$ cat src/rtl/rs232_pkg.sv
// Constants and FSM encoding shared by the RS-232 receive and transmit stages.
package rs232_pkg;

  typedef enum logic [2:0] {
    IDLE,
    START,
    DATA,
    STOP,
    WAIT_HIGH
  } rx_state_t;

  localparam int CLKS_PER_BIT_9600_50M = 5208;
  localparam int PKT_BYTES             = 8;

endpackage

$ cat src/rtl/uart_rx_byte.sv
// 8N1 byte receiver: line synchroniser plus START/DATA/STOP/WAIT_HIGH sequencer.
// Strobes are decoded from the sample cycle so the packet layer can register them directly.
module uart_rx_byte
  import rs232_pkg::*;
#(
  parameter int CLKS_PER_BIT = CLKS_PER_BIT_9600_50M
) (
  input  logic       clk,
  input  logic       rst,
  input  logic       rx_in,
  output logic [7:0] rx_byte,
  output logic       byte_valid,
  output logic       byte_err,
  output logic       start_edge,
  output logic       rx_active
);

  localparam int CNT_W = (CLKS_PER_BIT > 1) ? $clog2(CLKS_PER_BIT) : 1;
  localparam logic [CNT_W-1:0] CNT_LAST = CNT_W'(CLKS_PER_BIT - 1);
  localparam logic [CNT_W-1:0] CNT_MID  = CNT_W'(CLKS_PER_BIT / 2 - 1);

  rx_state_t        state;
  logic [CNT_W-1:0] cnt;
  logic [2:0]       bit_idx;
  logic             rx_meta;
  logic             rx_s;
  logic             rx_d;

  assign start_edge = (state == IDLE) && rx_d && !rx_s;
  assign byte_valid = (state == STOP) && (cnt == CNT_LAST) && rx_s;
  assign byte_err   = ((state == START) && (cnt == CNT_MID) && rx_s) ||
                      ((state == STOP) && (cnt == CNT_LAST) && !rx_s);
  assign rx_active  = (state != IDLE);

  always_ff @(posedge clk) begin
    if (rst) begin
      rx_meta <= 1'b1;
      rx_s    <= 1'b1;
      rx_d    <= 1'b1;
      state   <= IDLE;
      cnt     <= '0;
      bit_idx <= '0;
    end else begin
      rx_meta <= rx_in;
      rx_s    <= rx_meta;
      rx_d    <= rx_s;
      unique case (state)
        IDLE: begin
          cnt <= '0;
          if (start_edge) state <= START;
        end
        START: begin
          if (cnt == CNT_MID) begin
            cnt     <= '0;
            bit_idx <= '0;
            state   <= rx_s ? IDLE : DATA;
          end else begin
            cnt <= cnt + 1'b1;
          end
        end
        DATA: begin
          if (cnt == CNT_LAST) begin
            cnt     <= '0;
            bit_idx <= bit_idx + 1'b1;
            if (bit_idx == 3'd7) state <= STOP;
          end else begin
            cnt <= cnt + 1'b1;
          end
        end
        STOP: begin
          if (cnt == CNT_LAST) begin
            cnt   <= '0;
            state <= rx_s ? IDLE : WAIT_HIGH;
          end else begin
            cnt <= cnt + 1'b1;
          end
        end
        WAIT_HIGH: begin
          // A held-low line (break) must return high before a new start is armed.
          if (rx_s) state <= IDLE;
        end
        default: state <= IDLE;
      endcase
    end
  end

  always_ff @(posedge clk) begin
    if ((state == DATA) && (cnt == CNT_LAST)) rx_byte[bit_idx] <= rx_s;
  end

endmodule

$ cat src/rtl/rx_packet.sv
// Packs NUM_BYTES received UART bytes, LSB byte first, into one block with a valid strobe.
// Partial packets are dropped on a framing error or an inter-byte idle timeout.
module rx_packet
  import rs232_pkg::*;
#(
  parameter int CLKS_PER_BIT = CLKS_PER_BIT_9600_50M,
  parameter int NUM_BYTES    = PKT_BYTES,
  parameter int TIMEOUT_BITS = 40
) (
  input  logic                   clk,
  input  logic                   rst,
  input  logic                   rx_in,
  output logic [8*NUM_BYTES-1:0] data_out,
  output logic                   rx_valid,
  output logic                   frame_err,
  output logic                   busy
);

  localparam int BIDX_W    = (NUM_BYTES > 1) ? $clog2(NUM_BYTES) : 1;
  localparam int TMO_LIMIT = TIMEOUT_BITS * CLKS_PER_BIT;
  localparam int TMO_W     = $clog2(TMO_LIMIT + 1);
  localparam logic [BIDX_W-1:0] BIDX_LAST = BIDX_W'(NUM_BYTES - 1);
  localparam logic [TMO_W-1:0]  TMO_LAST  = TMO_W'(TMO_LIMIT - 1);

  logic [7:0]             rx_byte;
  logic                   byte_valid;
  logic                   byte_err;
  logic                   start_edge;
  logic                   rx_active;
  logic [BIDX_W-1:0]      bidx;
  logic [8*NUM_BYTES-1:0] stage;
  logic [8*NUM_BYTES-1:0] stage_nxt;
  logic [TMO_W-1:0]       idle_cnt;
  logic                   tmo_run;
  logic                   tmo_hit;

  uart_rx_byte #(
    .CLKS_PER_BIT(CLKS_PER_BIT)
  ) u_rx_byte (
    .clk       (clk),
    .rst       (rst),
    .rx_in     (rx_in),
    .rx_byte   (rx_byte),
    .byte_valid(byte_valid),
    .byte_err  (byte_err),
    .start_edge(start_edge),
    .rx_active (rx_active)
  );

  always_comb begin
    stage_nxt = stage;
    stage_nxt[8*bidx +: 8] = rx_byte;
  end

  assign tmo_run = !rx_active && (bidx != '0);
  assign tmo_hit = tmo_run && (idle_cnt == TMO_LAST);
  assign busy    = rx_active || (bidx != '0);

  always_ff @(posedge clk) begin
    if (rst) begin
      bidx      <= '0;
      stage     <= '0;
      data_out  <= '0;
      rx_valid  <= 1'b0;
      frame_err <= 1'b0;
      idle_cnt  <= '0;
    end else begin
      rx_valid  <= 1'b0;
      frame_err <= 1'b0;
      if (tmo_run && !start_edge && !tmo_hit) idle_cnt <= idle_cnt + 1'b1;
      else                                    idle_cnt <= '0;
      if (byte_valid) begin
        stage <= stage_nxt;
        if (bidx == BIDX_LAST) begin
          data_out <= stage_nxt;
          rx_valid <= 1'b1;
          bidx     <= '0;
        end else begin
          bidx <= bidx + 1'b1;
        end
      end else if (byte_err) begin
        frame_err <= 1'b1;
        bidx      <= '0;
      end else if (tmo_hit) begin
        // Expiry wins over a coincident start edge, so that byte lands at index 0.
        bidx <= '0;
      end
    end
  end

endmodule

$ cat config.mk
export PLATFORM = sky130hd
export DESIGN_NAME = rx_packet
export DESIGN_NICKNAME = d
export VERILOG_FILES = /design/src/rtl/rs232_pkg.sv /design/src/rtl/uart_rx_byte.sv /design/src/rtl/rx_packet.sv
export SDC_FILE = /design/constraint.sdc
export NUM_CORES = 1
export LEC_CHECK = 0
export ABC_AREA = 1
export CAP_MARGIN = 20
export CORE_ASPECT_RATIO = 1.25
export CORE_MARGIN = 5
export CORE_UTILIZATION = 30
export CTS_BUF_LIST = sky130_fd_sc_hd__clkbuf_8
export DETAILED_ROUTE_END_ITERATION = 8
export PLACE_DENSITY = 0.5
export SLEW_MARGIN = 25
export SYNTH_ARGS = -nofsm -noshare
export SYNTH_HDL_FRONTEND = slang
export SYNTH_SLANG_ARGS = --single-unit
$ cat constraint.sdc
create_clock -name clk -period 2.05 [get_ports clk]
set_input_delay 0.205 -clock clk [delete_from_list [all_inputs] [get_ports clk]]
set_output_delay 0.205 -clock clk [all_outputs]
set_load 0.02 [all_outputs]
After elaboration in Yosys (flattened, before gate mapping)
Cells that the tools add are included.
{"block": "totals", "register_bits": 181, "output_inout_bits": 67, "wordCells": 96, "mem_count": 0, "rom_bits": 0, "in_bits": 3, "latchBits": 0, "ram_bits": 0}
{"block": "classes", "muxes": 25, "order_cmp": 2, "n_reduce_logical": 32, "shifts": 2, "n_addsub": 5, "n_div": 0, "bitwise": 2, "n_eq_ne": 15, "multipliers": 0}
{"operator": "64-bit bitwise mux", "n": 1}
{"operator": "8-bit by 34-bit variable shift with 64-bit output, first input constant", "n": 1}
{"operator": "8-bit by 34-bit variable part select with 64-bit output", "n": 1}
{"operator": "3-bit two-way mux", "n": 13}
{"operator": "13-bit one-hot mux with 3 select lines", "n": 1}
{"operator": "6-bit negation with 34-bit output", "n": 1}
{"operator": "13-bit two-way mux", "n": 2}
{"operator": "18-bit by 1-bit adder with 18-bit output, second input constant", "n": 1}
{"operator": "18-bit == test, second input constant", "n": 1}
{"operator": "3-bit one-hot mux with 5 select lines", "n": 1}
{"operator": "13-bit by 1-bit adder with 13-bit output, second input constant", "n": 1}
{"operator": "13-bit by 12-bit == test with 1-bit output, second input constant", "n": 1}
{"operator": "13-bit == test, second input constant", "n": 1}
{"operator": "1-bit logical AND", "n": 13}
{"operator": "3-bit nonzero test", "n": 4}
{"operator": "3-bit == test, second input constant", "n": 3}
{"operator": "8-bit bitwise mux", "n": 1}
{"operator": "2-bit OR reduction", "n": 4}
{"operator": "3-bit by 1-bit adder with 3-bit output, second input constant", "n": 2}
{"operator": "3-bit by 2-bit == test with 1-bit output, second input constant", "n": 2}
{"operator": "2-bit by 1-bit != test with 1-bit output, second input constant", "n": 3}
{"operator": "2-bit != test, second input constant", "n": 3}
{"operator": "3-bit one-hot mux with 2 select lines", "n": 1}
{"operator": "6-bit AND reduction", "n": 1}
{"operator": "13 further kinds", "n": 20}

Depth between registers and ports, before layout
Gate-level depths: netlist (run 1).
{"block": "logic_depth", "ltp_word": 8, "ltp_mapped": 12, "ltp_nobuf": 12}

Hierarchy
From an unflattened synthesis (run 1), not the netlist that was laid out.
{"block": "hier_totals", "cells_unflattened": 1171, "area_unflattened_um2": 8418.1}
{"module": "rx_packet", "area_per_inst_um2": 6734.0, "cells_each": 944, "n_inst": 1}
{"module": "uart_rx_byte", "area_per_inst_um2": 1684.1, "cells_each": 227, "n_inst": 1}

Worst setup path before layout (run 1)
No wires, ideal clock.
{"block": "synth_path", "path_kind": "flip-flop to flip-flop", "from": "register bidx[0]", "to": "register stage[44]", "period_less_slack_ns": 2.274, "path_stages_with_launch": 10, "arrival_ns": 2.150, "path_slack_ns": -0.224, "cell_sequence": "dfxtp_1 inv_2 buf_2 ha_1 ha_1 nor4_4 buf_2 nor2_1 a21oi_1 o22ai_1"}
{"block": "synth_between", "elab_chain_len": 3, "elab_cells_between_ends": 4}
{"element": "start: declaration", "line": "rx_packet.sv:30", "source": "logic [BIDX_W-1:0] bidx;"}
{"element": "start signal: assignment", "line": "rx_packet.sv:79", "source": "bidx <= bidx + 1'b1;"}
{"element": "6-bit negation with 34-bit output (*)", "line": "rx_packet.sv:52", "source": "stage_nxt[8*bidx +: 8] = rx_byte;"}
{"element": "8-bit by 34-bit variable part select with 64-bit output / 8-bit by 34-bit variable shift with 64-bit output (equally long branches)", "line": "rx_packet.sv:52"}
{"element": "64-bit bitwise mux (*)", "line": "rx_packet.sv:52"}
{"element": "end signal: assignment", "line": "rx_packet.sv:73", "source": "stage <= stage_nxt;"}
{"element": "end: declaration", "line": "rx_packet.sv:31", "source": "logic [8*NUM_BYTES-1:0] stage;"}
Mark *: on every way between the ends. The rest lies on a longest branch, timed or not.
A chain may end at the register's enable or synchronous reset.

Worst setup path after layout (run 1)
{"block": "layout_path", "from": "register bidx[1]", "to": "output busy"}
{"block": "layout_between", "elab_chain_len": 2}
{"element": "3-bit nonzero test", "line": "rx_packet.sv:57", "source": "assign busy = rx_active || (bidx != '0);"}
{"element": "1-bit logical OR", "line": "rx_packet.sv:57"}
{"element": "end: declaration", "line": "rx_packet.sv:16", "source": "output logic busy"}
No other way between the ends.

==> results.json, run 1 <==
{
  "power_frac_comb": 0.118,
  "criticalPathCategory": "flop to output pin",
  "rsz0062_at_grt": "false",
  "syn_area_sq_mm": 0.00773,
  "p_leak_nw": 3.73,
  "min_period_ns": 1.96,
  "syn2layout_area_growth_pct": 22.1,
  "clock_sinks": 181,
  "clockPowerShare": 0.346,
  "p_total_w": 0.00677,
  "ir_drop_uv": 419,
  "vias": 6723,
  "hold_class": "input pin to flop",
  "yosys_warnings": 0,
  "holdWs_ns": 0.298,
  "power.share.sequential": 0.535,
  "powerDensity_mw_per_mm2": 718,
  "cp.arrival_ns": 1.76,
  "setup_violations": 0,
  "timing.final.hold_violations": 0,
  "die_y_um": 189,
  "die_w_um": 154,
  "cp-end-kind": "output pin",
  "synth-seq-cells": 181,
  "timing.fmax_mhz": 510,
  "sw_frac_of_total": 0.304,
  "drtPass1Iterations": 4,
  "ff_latch_area_sq_mm": 0.00371,
  "start_util": 0.305,
  "gr-total-overflow": 0,
  "ant_nets": 0,
  "synth_top_area_share": 0.448,
  "grt_antenna_before_repair": 0,
  "gp_congestion": 0.818,
  "slew_headroom": 0.652,
  "synthCells": 1027,
  "wirelength_um": 20200,
  "global_route.usage.total": 0.137,
  "grt_first_pass_wirelength_um": 32600,
  "core_area_sq_mm": 0.0254,
  "routedWlPerCell_um": 14.0,
  "status": "completed",
  "fp.dieArea_sq_mm": 0.0291,
  "required_ns": 1.85,
  "hpwlAfterDp_um": 14000,
  "dp_cells": 1415,
  "worst_pin_slew_ns": 0.521,
  "multi_input_area_sq_mm": 0.00337,
  "clkTransAtPathRegs_ns": 0.11,
  "path_max_fanout": 4,
  "pin_count": 70,
  "fillers": 2685,
  "htree_levels": 4,
  "cts_root_buf": "clkbuf_8",
  "power_switching_w": 0.00206,
  "final_nets": 1115,
  "post-route-util": 0.372,
  "drive_above_1_share": 0.107,
  "drc": 0,
  "ys_top_cells_by_area": "dfxtp_1 45%, nand2_1 9.3%, o21ai_0 6.9%",
  "maxCapViolations": 0,
  "drt_iter0_drc": 299,
  "synth_nets": 1039,
  "via_per_inst": 4.63,
  "setup_tns_ns": 0,
  "clk_latency_ns": 0.47,
  "grt_max_degree": 45,
  "cts.path.max_buffers": 2,
  "cts_made_buffers": 17,
  "instances_no_fill": 1451,
  "fin_crit_sh": 0.956,
  "cts_tree": "built",
  "grt_pass1_vias": 6412,
  "fp-row-count": 65,
  "critPathLaunchType": "flop",
  "synth_cell_types": 44,
  "internal-power_w": 0.00471,
  "final_max_slew_viol_count": 0,
  "n_antenna_cell": 0,
  "yosys.area.top_type": "dfxtp_1",
  "io_buffers": 69,
  "fin_worst_skew_ns": 0.0142,
  "syn_area_per_cell_sq_um": 7.53,
  "yosysSeqAreaShare": 0.479
}
area by class of cell:
class	instances	area share
clock buffer	17	0.0248
inverter	115	0.0468
tap	335	0.0444
timing repair buffer	104	0.119
sequential	181	0.393
multi-input combinational	684	0.357
clock inverter	15	0.0143
cells in the final DEF (no fill, tap or decap), drive strengths merged, types with 19 or more instances in the layout:
| cell | n |
|---|---|
| clkbuf | 19 |
| nor2 | 137 |
| nor3 | 20 |
| dfxtp | 173 |
| inv | 123 |
| nand2 | 193 |
| buf | 33 |
| clkdlybuf4s50 | 68 |
| o21ai | 141 |
| o22ai | 36 |
| a21oi | 73 |
| nand3 | 39 |
cells in the mapped netlist, drive strengths merged:
library cell	number
a21o	1
a21oi	73
a22o	1
a31oi	1
and2	1
buf	34
clkbuf	13
clkinv	2
dfxtp	173
edfxtp	8
ha	9
inv	113
mux2i	1
nand2	193
nand3	39
nand3b	3
nand4	6
nor2	137
nor3	20
nor3b	1
nor4	2
o21ai	141
o22ai	36
or2	8
xnor2	3
xor2	8
cells by family after synthesis:
logic type	share of synthesized area
flops	0.479
fa+ha+maj	0.0146
buf+inv	0.0888
mux	0.00129
simple gates	0.230
compound gates	0.173
xor+xnor	0.0125
flip-flops by register name (all words and copies together), names as in the netlist:
name               count
stage                 64
u_rx_byte.bit_idx      3
u_rx_byte.rx_d         1
rx_valid               1
data_out              64
frame_err              1
u_rx_byte.rx_s         1
bidx                   3
idle_cnt              18
u_rx_byte.state        3
u_rx_byte.cnt         13
u_rx_byte.rx_meta      1
u_rx_byte.rx_byte      8
metrics by stage:
step | area (sq um) | setup WS [ns]
2_1_floorplan | 7750 | 0.00632
3_3_place_gp | 8950 | 0.0985
3_5_place_dp | 8950 | 0.0875
4_1_cts | 9320 | 0.00660
5_1_grt | 9440 | 0.000127
6_report | 9440 | 0.0892
critical path, stage by stage (launching register included):
cell and delay [ns]:
dfxtp_2 0.36, inv_1 0.05, ha_2 0.18, ha_1 0.20, buf_4 0.15, nand2_1 0.09, clkdlybuf4s15_2 0.27
what timing repair did:
item | in CTS | in global routing
hold buffers | 0 | 0
cloned | 0 | 2
pin swaps | 0 | 2
setup buffers | 0 | 2
hold endpoints to repair | 0 | 0
setup endpoints to repair | 1 | 86
resized for setup | 3 | 12
worst paths after layout:
kind                                         from           endpoint  slack [ns]  depth (start not counted)
worst min-delay path                        rx_in  u_rx_byte.rx_meta        0.30                          2
worst max-delay path                      bidx[1]               busy        0.09                          6
worst min register to register  u_rx_byte.rx_meta     u_rx_byte.rx_s        0.42                          1
worst max register to register            bidx[1]           stage[6]        0.11                          8
layer usage:
| metal | wire [um] | up-vias | share of wire | track usage |
|---|---|---|---|---|
| li1 | - | 3500 | - | - |
| met1 | 9100 | 3101 | 0.45 | 0.168 |
| met2 | 10100 | 99 | 0.50 | 0.240 |
| met3 | 671 | 23 | 0.033 | 0.0247 |
| met4 | 367 | 0 | 0.018 | 0.0472 |
| met5 | 0 | - | 0 | 0 |
power groups by stage:
stage	Sequential [W]	Clock, W	Combinational, W
floorplan	0.00369	0	0.000576
global placement	0.00370	0	0.000822
detailed placement	0.00370	0	0.000812
CTS	0.00362	0.00246	0.000811
global route	0.00364	0.00260	0.000899
finish	0.00362	0.00235	0.000802
(Power assumes the default switching activity.)
==> inputs of run 2 (changes only) <==
- CORE_ASPECT_RATIO: 1.25 -> unset
- GPL_TIMING_DRIVEN: unset -> 0
- PLACE_DENSITY: 0.5 -> 0.56
==> results.json, run 2 (synthesized netlist as in run 1, its figures left out) <==
{
  "final_cell_mix": "187 x nand2_1, 170 x dfxtp_1, 117 x nor2_1",
  "place_area_sq_mm": 0.00885,
  "io_buffers": 69,
  "gr-total-overflow": 0,
  "reg_top3": "data_out x64, stage x64, idle_cnt x18",
  "wirelength_um": 21400,
  "cts_made_buffers": 17,
  "p_leak_nw": 3.87,
  "final_common_cell": "nand2_1",
  "worst_pin_slew_ns": 0.653,
  "hpwlAfterDp_um": 15000,
  "instances_no_fill": 1484,
  "routedWlPerCell_um": 14.4,
  "r2r_cells": 11,
  "timing.final.hold_violations": 0,
  "top_usage_layer": "met2",
  "cp_slowest_cell": "dfxtp_4",
  "syn2layout_area_growth_pct": 27.3,
  "grt_max_degree": 19,
  "drt_iter0_drc": 505,
  "final_max_slew_viol_count": 0,
  "die_w_um": 171,
  "rsz0062_at_grt": "true",
  "powerDensity_mw_per_mm2": 714,
  "n_antenna_cell": 0,
  "status": "completed",
  "slew_headroom": 0.565,
  "setup_tns_ns": 0,
  "cp_num_buf_inv": 3,
  "grt_use_met3": 0.0296,
  "reg2reg_slack_ns": 0.008,
  "path_max_fanout": 6,
  "hold_start": "rx_in",
  "grt_antenna_before_repair": 0,
  "clk_latency_ns": 0.47,
  "fin_crit_sh": 0.996,
  "die_y_um": 171,
  "clock_sinks": 181,
  "grt_pass1_vias": 6581,
  "ir_drop_uv": 381,
  "drtPass1Iterations": 5,
  "criticalPathCategory": "flop to flop",
  "setup_violations": 0,
  "global_route.usage.total": 0.147,
  "hold_end": "u_rx_byte.rx_meta",
  "cp-end-kind": "flop",
  "rr_startpoint": "bidx[0]",
  "timing.fmax_mhz": 490,
  "pin_count": 70,
  "holdWs_ns": 0.287,
  "via_per_inst": 4.74,
  "fin_area_sq_mm": 0.00984,
  "drive_above_1_share": 0.173,
  "htree_levels": 4,
  "required_ns": 2.41,
  "core_area_sq_mm": 0.0253,
  "vias": 7028,
  "cts_hold_buf": 0,
  "maxCapViolations": 0,
  "cts_tree": "built",
  "min_period_ns": 2.04,
  "slowest_delay_ns": 0.39,
  "cp.arrival_ns": 2.40,
  "fin_worst_skew_ns": 0.0166,
  "grt_first_pass_wirelength_um": 34500,
  "ant_nets": 0,
  "whs_path_depth": 2,
  "gp_congestion": 0.884,
  "cts.path.max_buffers": 2,
  "crit_family": "simple AND/OR/NAND/NOR gates",
  "dp_cells": 1426,
  "start_util": 0.306,
  "crit_chain": "inv_8, buf_12, ha_4, ha_4, clkinvlp_4, nor3_4, nand3_4, nand2_1, o21ai_1, nor2_1, nor2_1",
  "grt_use_met1": 0.201,
  "drc": 0,
  "critPathLaunchType": "flop",
  "fp.dieArea_sq_mm": 0.0291,
  "clkTransAtPathRegs_ns": 0.10,
  "r2r-end": "data_out[7]",
  "grtUsageMet2": 0.237,
  "final_nets": 1153,
  "cts_root_buf": "clkbuf_8",
  "hold_class": "input pin to flop",
  "fp-row-count": 58,
  "fillers": 2624
}
run 2: worst register-to-register path, cell delays in order (launching register included):
cell        delay, ns
dfxtp_4          0.39
inv_8            0.07
buf_12           0.11
ha_4             0.16
ha_4             0.20
clkinvlp_4       0.18
nor3_4           0.24
nand3_4          0.14
nand2_1          0.09
o21ai_1          0.11
nor2_1           0.18
nor2_1           0.07
run 2: area by class of cell:
class | count | area [sq um] | share of cell area
clock buffers | 17 | 234 | 0.0238
clock inverters | 15 | 186 | 0.0189
well taps | 330 | 413 | 0.0420
repair buffers | 95 | 898 | 0.0913
flip-flops and latches | 181 | 3710 | 0.377
multi-input cells | 684 | 3640 | 0.370
plain buffers | 47 | 307 | 0.0312
inverters | 115 | 449 | 0.0456
run 2: worst max path at each step:
stage          cells after the start      endpoint     from  slack (ns)
3_5_place_dp                       9  data_out[25]  bidx[0]       -0.60
2_1_floorplan                      9     stage[44]  bidx[0]       0.006
4_1_cts                            9     stage[12]  bidx[0]      -0.009
5_1_grt                           10      stage[6]  bidx[0]       -0.07
3_3_place_gp                       9  data_out[25]  bidx[0]       -0.58
6_report                          11   data_out[7]  bidx[0]       0.008
run 2: metal layers:
layer  part of all wire  vias to the layer above
li1                   -                     3584
met1               0.48                     3279
met2               0.46                      133
met3              0.037                       32
met4              0.020                        0
met5                  0                        -
run 2: timing repair:
action,CTS,global route
buffers inserted,12,14
gates cloned,0,0
pin swaps,6,13
resized for setup,67,65
endpoints found under the setup margin,147,138
run 2: through the flow:
stage	power (W)	util	worst slack, ns
final	0.00703	0.390	0.00802
after global routing	0.00739	0.390	-0.0742
after CTS	0.00711	0.378	-0.00922
after detailed placement	0.00450	0.351	-0.600
after global placement	0.00450	0.351	-0.580
after floorplan	0.00426	-	0.00632
run 2: power breakdown:
group	switching [W]	internal, W	leakage (nW)	total (W)
clock	0.00147	0.00114	0.212	0.00261
combinational	0.000563	0.000232	2.19	0.000795
sequential	0.0000397	0.00358	1.47	0.00362
total	0.00207	0.00496	3.87	0.00703
